==> config.mk <==
export PLATFORM = sky130hd
export DESIGN_NAME = pc_fetch_ctrl
export DESIGN_NICKNAME = d
export VERILOG_FILES = /design/src/rtl/pc_fetch_ctrl.sv
export SDC_FILE = /design/constraint.sdc
export NUM_CORES = 1
export LEC_CHECK = 0
export CAP_MARGIN = 20
export CORE_UTILIZATION = 40
export CTS_CLUSTER_SIZE = 28
export DETAILED_ROUTE_END_ITERATION = 10
export DONT_BUFFER_PORTS = 1
export PLACE_DENSITY = 0.5
export SLEW_MARGIN = 20
export SYNTH_ARGS = -nofsm -noshare
export SYNTH_HDL_FRONTEND = slang
export SYNTH_SLANG_ARGS = --single-unit
==> constraint.sdc <==
create_clock -name clk -period 3.2 [get_ports clk]
set_clock_uncertainty 0.1 [all_clocks]
set_input_delay 0.8 -clock clk [delete_from_list [all_inputs] [get_ports clk]]
set_output_delay 0.8 -clock clk [all_outputs]
set_load 0.005 [all_outputs]
==> src/rtl/pc_fetch_ctrl.sv <==
// Program-counter sequencer for the single-issue core's fetch path: runs the
// imem request/ready and decode valid/ack handshakes, redirects, stalls, halts and fetch timeout.
module pc_fetch_ctrl #(
  parameter logic [31:0] RESET_PC = 32'h0000_0000,
  parameter int unsigned TIMEOUT  = 16
) (
  input  logic        clk,
  input  logic        reset,
  output logic        imem_req,
  output logic [31:0] imem_addr,
  input  logic        imem_ready,
  input  logic [31:0] imem_rdata,
  output logic [31:0] instr,
  output logic        instr_valid,
  input  logic        instr_ack,
  input  logic        redirect,
  input  logic [31:0] redirect_target,
  input  logic        stall,
  input  logic        halt,
  output logic [31:0] pc_out,
  output logic        fetch_err,
  output logic [2:0]  state
);

  typedef enum logic [2:0] {
    IDLE   = 3'd0,
    FETCH  = 3'd1,
    ISSUE  = 3'd2,
    HALTED = 3'd3
  } state_t;

  localparam int unsigned CNT_W = (TIMEOUT > 2) ? $clog2(TIMEOUT) : 1;
  localparam logic [CNT_W-1:0] CNT_LAST = CNT_W'(TIMEOUT - 1);
  localparam logic [31:0] ALIGN_MASK = 32'hFFFF_FFFC;

  state_t           state_q, state_d;
  logic [31:0]      pc_q, pc_d;
  logic [31:0]      instr_q, instr_d;
  logic             err_q, err_d;
  logic [CNT_W-1:0] cnt_q, cnt_d;
  logic             pend_q, pend_d;
  logic [31:0]      pend_tgt_q, pend_tgt_d;
  logic [31:0]      tgt_w;
  logic [31:0]      pc_inc_w;

  assign tgt_w    = redirect_target & ALIGN_MASK;
  assign pc_inc_w = pc_q + 32'd4;

  always_comb begin
    state_d    = state_q;
    pc_d       = pc_q;
    instr_d    = instr_q;
    err_d      = err_q;
    cnt_d      = cnt_q;
    pend_d     = pend_q;
    pend_tgt_d = pend_tgt_q;
    unique case (state_q)
      IDLE: begin
        if (redirect) pc_d = tgt_w;
        if (halt)        state_d = HALTED;
        else if (!stall) state_d = FETCH;
      end
      FETCH: begin
        if (imem_ready) begin
          cnt_d = '0;
          // A redirect seen during the request wins over the returning word.
          if (redirect) begin
            pc_d   = tgt_w;
            pend_d = 1'b0;
          end else if (pend_q) begin
            pc_d   = pend_tgt_q;
            pend_d = 1'b0;
          end else begin
            instr_d = imem_rdata;
            state_d = ISSUE;
          end
        end else begin
          if (redirect) begin
            pend_d     = 1'b1;
            pend_tgt_d = tgt_w;
          end
          if (cnt_q == CNT_LAST) begin
            err_d   = 1'b1;
            cnt_d   = '0;
            state_d = HALTED;
          end else begin
            cnt_d = cnt_q + 1'b1;
          end
        end
      end
      ISSUE: begin
        if (redirect) begin
          pc_d    = tgt_w;
          state_d = stall ? IDLE : FETCH;
        end else if (instr_ack) begin
          pc_d    = pc_inc_w;
          state_d = halt ? HALTED : (stall ? IDLE : FETCH);
        end
      end
      HALTED: ;
      default: state_d = IDLE;
    endcase
  end

  always_ff @(posedge clk) begin
    if (!reset) begin
      state_q <= IDLE;
      pc_q    <= RESET_PC & ALIGN_MASK;
      instr_q <= '0;
      err_q   <= 1'b0;
      cnt_q   <= '0;
      pend_q  <= 1'b0;
    end else begin
      state_q <= state_d;
      pc_q    <= pc_d;
      instr_q <= instr_d;
      err_q   <= err_d;
      cnt_q   <= cnt_d;
      pend_q  <= pend_d;
    end
  end

  // Pending target is only meaningful while pend_q is set, so it needs no reset.
  always_ff @(posedge clk) begin
    pend_tgt_q <= pend_tgt_d;
  end

  assign imem_req    = (state_q == FETCH);
  assign instr_valid = (state_q == ISSUE);
  assign imem_addr   = pc_q;
  assign pc_out      = pc_q;
  assign instr       = instr_q;
  assign fetch_err   = err_q;
  assign state       = state_q;

endmodule

Yosys cells after proc, flatten, opt, wreduce, memory -nomap -nowiden
Cells that the tools add are included.
- register bits after elaboration: 103
- latch bits: 0
- bits in writable memories: 0
- memory bits (read-only): 0
- bits of input ports: 71
- word-level logic and storage cells: 56
- memories: 0
- add/sub/neg operators: 2
- multiply operators: 0
- div/mod/pow operators: 0
- $lt $le $gt $ge: 0
- equal/unequal tests: 12
- shift-type cells: 0
- multiplexer cells: 22
- bitwise logic cells: 4
- reductions and logical operators: 9
- operator list (kind ; number):
    $mux W32 ; 6
    $pmux W32 S3 ; 1
    $add A32 B3 Y32 const B ; 1
    $mux W3 ; 8
    $pmux W3 S4 ; 1
    $ne A3 B1 Y1 const B ; 3
    $ne A3 B3 Y1 const B ; 3
    $mux W4 ; 2
    $eq A3 B2 Y1 const B ; 2
    $reduce_and A3 Y1 ; 2
    $reduce_and A6 Y1 ; 1
    $reduce_and A5 Y1 ; 1
    $add A4 B1 Y4 const B ; 1
    $eq A4 B4 Y1 const B ; 1
    $not A1 Y1 ; 4
    $reduce_and A4 Y1 ; 1
    $eq A3 B1 Y1 const B ; 1
    $logic_not A3 Y1 ; 1
    $mux W1 ; 3
    $reduce_bool A3 Y1 ; 1
    $mux W2 ; 1
    $ne A2 B1 Y1 const B ; 1
    $ne A2 B2 Y1 const B ; 1
    $reduce_and A2 Y1 ; 1
    $reduce_bool A2 Y1 ; 1

Logic depth before layout (Yosys ltp)
- word-level depth: 5
- gate-level depth with buffers: 9
- depth with buffers taken out: 7

Worst setup path before layout
OpenSTA, ideal clock, no wires.
- path kind: input port to flip-flop
- start: input redirect
- end: register pend_tgt_q[10], enable pin
- arrival: 2.376 ns
- required time: 2.710 ns
- path slack: 0.334 ns
- stages on the path: 4
- cell sequence: clkbuf_1 > clkbuf_1 > clkbuf_1 > and2_1
- cells in the longest elaborated chain, start to end: 1
- RTL lines (item ; line ; text):
    start, declared ; 16 ; input logic redirect,
    $reduce_and A3 Y1 (no source line) ; -- ;
    end signal, assigned ; 125 ; pend_tgt_q <= pend_tgt_d;
    end, declared ; 42 ; logic [31:0] pend_tgt_q, pend_tgt_d;
No other way between the ends.
A chain may end at the register's enable or synchronous reset.

Worst setup path after layout
- start: register pc_q[2] (netlist: imem_addr[2])
- end: register pc_q[28] (netlist: imem_addr[28])
- cells in the longest elaborated chain, start to end: 4
- RTL lines (item ; line ; text):
    start, declared ; 37 ; logic [31:0] pc_q, pc_d;
    start signal, assigned ; 108 ; pc_q <= RESET_PC & ALIGN_MASK;
    start signal, assigned ; 115 ; pc_q <= pc_d;
    $add A32 B3 Y32 ; 47 ; assign pc_inc_w = pc_q + 32'd4;
    $mux W32 ; 95 ; end else if (instr_ack) begin
    $mux W32 ; 92 ; if (redirect) begin
    $pmux W32 S3 ; 57 ; unique case (state_q)
No other way between the ends. The select of a mux whose other input is x is not followed.

==> results.yml <==
outcome:
  run_status: "finished, final reports clean"
placed_design:
  hpwl_um: 9310
  port_buffers: 0
  routabilityCongestion: 0.766
critical_path:
  crit_buf_inv: 0
  crit_slowest_cell: "nor4_4"
  endpoint_kind: "flop"
  start_kind: "flop"
  r2r_setup_slack_ns: 0.65
  crit_type: "flop to flop"
  cp_data_required_time_ns: 3.37
  reg2reg_from: "imem_addr[2]$_SDFFE_PN0P_"
  arrival_ns: 2.71
  cp_top_family: "simple AND/OR/NAND/NOR gates"
  crit_start: "imem_addr[2]$_SDFFE_PN0P_"
  cp_max_fo: 7
  max_stage_delay_ns: 0.61
  worstPathCellList: "ha_1, nand3_1, nor4_4, nand3_1, or4_1, o211ai_1"
  cpMostUsedCell: "nand3_1"
global_routing:
  grt_max_degree: 74
  grt_pass1_wl_um: 21900
  antenna_found_initial: 0
  grt_pass1_vias: 4071
  track_usage_pct: 21.1
  grt_overflow: 0
synth:
  synth-main-ff-cell: "dfxtp_1"
  yosysWarnings: 0
  synth.distinct_cells: 57
  avgSynthCellArea_um2: 8.86
  synth_edf_count: 30
  syn-cell-area_mm2: 0.00524
  async_flop_share_pct: 0
  synth-seq-cells: 100
  ys_seq_area_share_pct: 43.9
  synthCells: 592
pwr:
  combPwrFrac_pct: 34.1
  p_switching_w: 0.00191
  p_leak_nw: 1.83
  ir_drop_mv: 0.426
  powerDensity_mw_per_mm2: 845
  report.power.total_w: 0.00460
  seqPwrFrac_pct: 43.7
  swShare_pct: 41.6
  clkPwrFrac_pct: 22.1
  p_int_w: 0.00269
sta:
  finalSetupTns_ns: 0
  final_hold_viol_count: 0
  layout_min_cycle_time_ns: 2.55
  rsz0062_at_grt: "false"
  setup_viol: 0
  max_freq_ghz: 0.393
  holdWs_ns: 0.369
  slew_violations: 0
  fin_crit_sh_pct: 79.6
  tightest_slew_ns: 1.07
  slew_headroom_pct: 28.8
route:
  num_vias: 4357
  post-route-drc-count: 0
  ant_nets: 0
  drt_iter0_markers: 281
  drt-total-wl_um: 14200
  viasPerCell: 6.01
  avgRoutedWirePerCell_um: 19.6
  first_pass_iters: 4
clock_network:
  htree_levels: 3
  clk_latency_ns: 0.34
  ctsHoldBuffers: 0
  cts_setup_buffers: 0
  clockBufferDepth: 2
  clk_root_buffer_cell: "clkbuf_16"
  cts_tree: "built"
  cts_sinks: 100
  cts_resized: 0
  cts_made_buffers: 9
  path_clk_slew_ns: 0.07
cells_and_area:
  fin_util_pct: 42.8
  n_antenna_cell: 0
  nNetsFinal: 626
  mostFrequentLayoutCell: "nand2_1"
  area_delta_synth_final_pct: 3.82
  most-common-layout-cells: "nand2_1, dfxtp_1, a21boi_1"
  drive_gt1_share_pct: 6.51
floorplan:
  die_w_um: 116
  io_pins: 173
  start_util_pct: 41.2
  core_area_mm2: 0.0127
  die-area_mm2: 0.0136
  num_rows: 41
  die_y_um: 116
worst_hold_path:
  hp-start: "instr[3]$_SDFFE_PN0P_"
  hold_class: "flop to flop"
flow_run:
  maxCapViolations: 0
final timing paths:
path	end	depth (start not counted)
max reg2reg	imem_addr[28]$_SDFFE_PN0P_	6
max	imem_addr[28]$_SDFFE_PN0P_	6
min	instr[3]$_SDFFE_PN0P_	2
min reg2reg	instr[3]$_SDFFE_PN0P_	2
stage by stage:
stage | instance area, µm² | setup slack (ns) | cells
after floorplan | 5260 | 0.334 | 596
after global routing | 5440 | 0.483 | 725
final | 5440 | 0.654 | 725
after detailed placement | 5180 | 0.647 | 709
after global placement | 5180 | 0.650 | 709
after CTS | 5440 | 0.629 | 725
metal layers:
metal	up-vias	wire length, µm	GRT usage, %
li1	2068	-	-
met1	2112	6340	27.6
met2	164	6570	33.1
met3	13	1140	5.81
met4	0	176	8.38
met5	-	0	0
layout make-up:
class,instances,area (µm²)
Inverter,7,26.3
Clock buffer,10,229
Tap cell,172,215
Clock inverter,6,37.5
Multi-Input combinational cell,414,2510
Fill cell,1319,7280
Timing Repair Buffer,16,120
Sequential cell,100,2300
cell usage after synthesis, drive strengths merged, types with 2 or more instances:
cell type,number,share of area (%)
a211oi,3,0.43
a21boi,35,5.0
a21o,2,0.29
a21oi,13,1.2
a221oi,16,2.7
a222oi,3,0.57
a22o,18,3.0
a22oi,8,1.1
a311oi,3,0.50
a31oi,11,1.3
and2,5,0.60
and3,4,0.48
and3b,2,0.33
buf,38,5.4
clkbuf,37,2.6
dfxtp,70,27
edfxtp,30,17
ha,7,1.7
inv,7,0.50
mux2i,3,0.57
nand2,90,6.4
nand2b,3,0.36
nand3,17,1.6
nand3b,2,0.29
nand4,11,1.3
nand4b,8,1.3
nor2,33,2.4
nor2b,7,0.84
nor3,12,1.1
nor3b,3,0.43
nor4,3,0.64
o211a,2,0.38
o211ai,16,2.3
o21ai,40,3.8
o22ai,3,0.36
o2bb2ai,3,0.50
o31a,2,0.33
or2,2,0.24
or3,2,0.33
or4,9,1.3
xnor2,2,0.33
sequential cells by signal, indices dropped and copies added (netlist names):
name / count
cnt_q: 4
fetch_err: 1
imem_addr: 30
instr: 32
pend_q: 1
pend_tgt_q: 30
state: 2
power by group through the flow:
stage                     clock network [W]  logic (W)  registers, W
after floorplan                           0    0.00141       0.00188
after global placement                    0    0.00154       0.00203
after detailed placement                  0    0.00157       0.00205
after CTS                           0.00105    0.00158       0.00202
after global routing                0.00109    0.00175       0.00209
final                               0.00102    0.00157       0.00201
worst min-delay path, stage by stage, from the launching register on:
cell	delay (ns)
dfxtp_1	0.32
nand2_1	0.05
a21boi_1	0.05
logic make-up (layout without fill, tap and decap cells):
family | count (synthesis) | after routing | share of synthesized area [%]
and+or+nand+nor | 215 | 215 | 20.4
AOI/OAI and AO/OA | 182 | 182 | 24.5
DFF | 100 | 100 | 43.9
buffers and inverters | 82 | 39 | 8.54
adders and majority gates | 7 | 7 | 1.67
muxes | 3 | 3 | 0.573
xor gates and xnor gates | 2 | 2 | 0.334
other | 1 | 5 | 0.0715
Note: power is estimated with default switching activity, not from simulation.
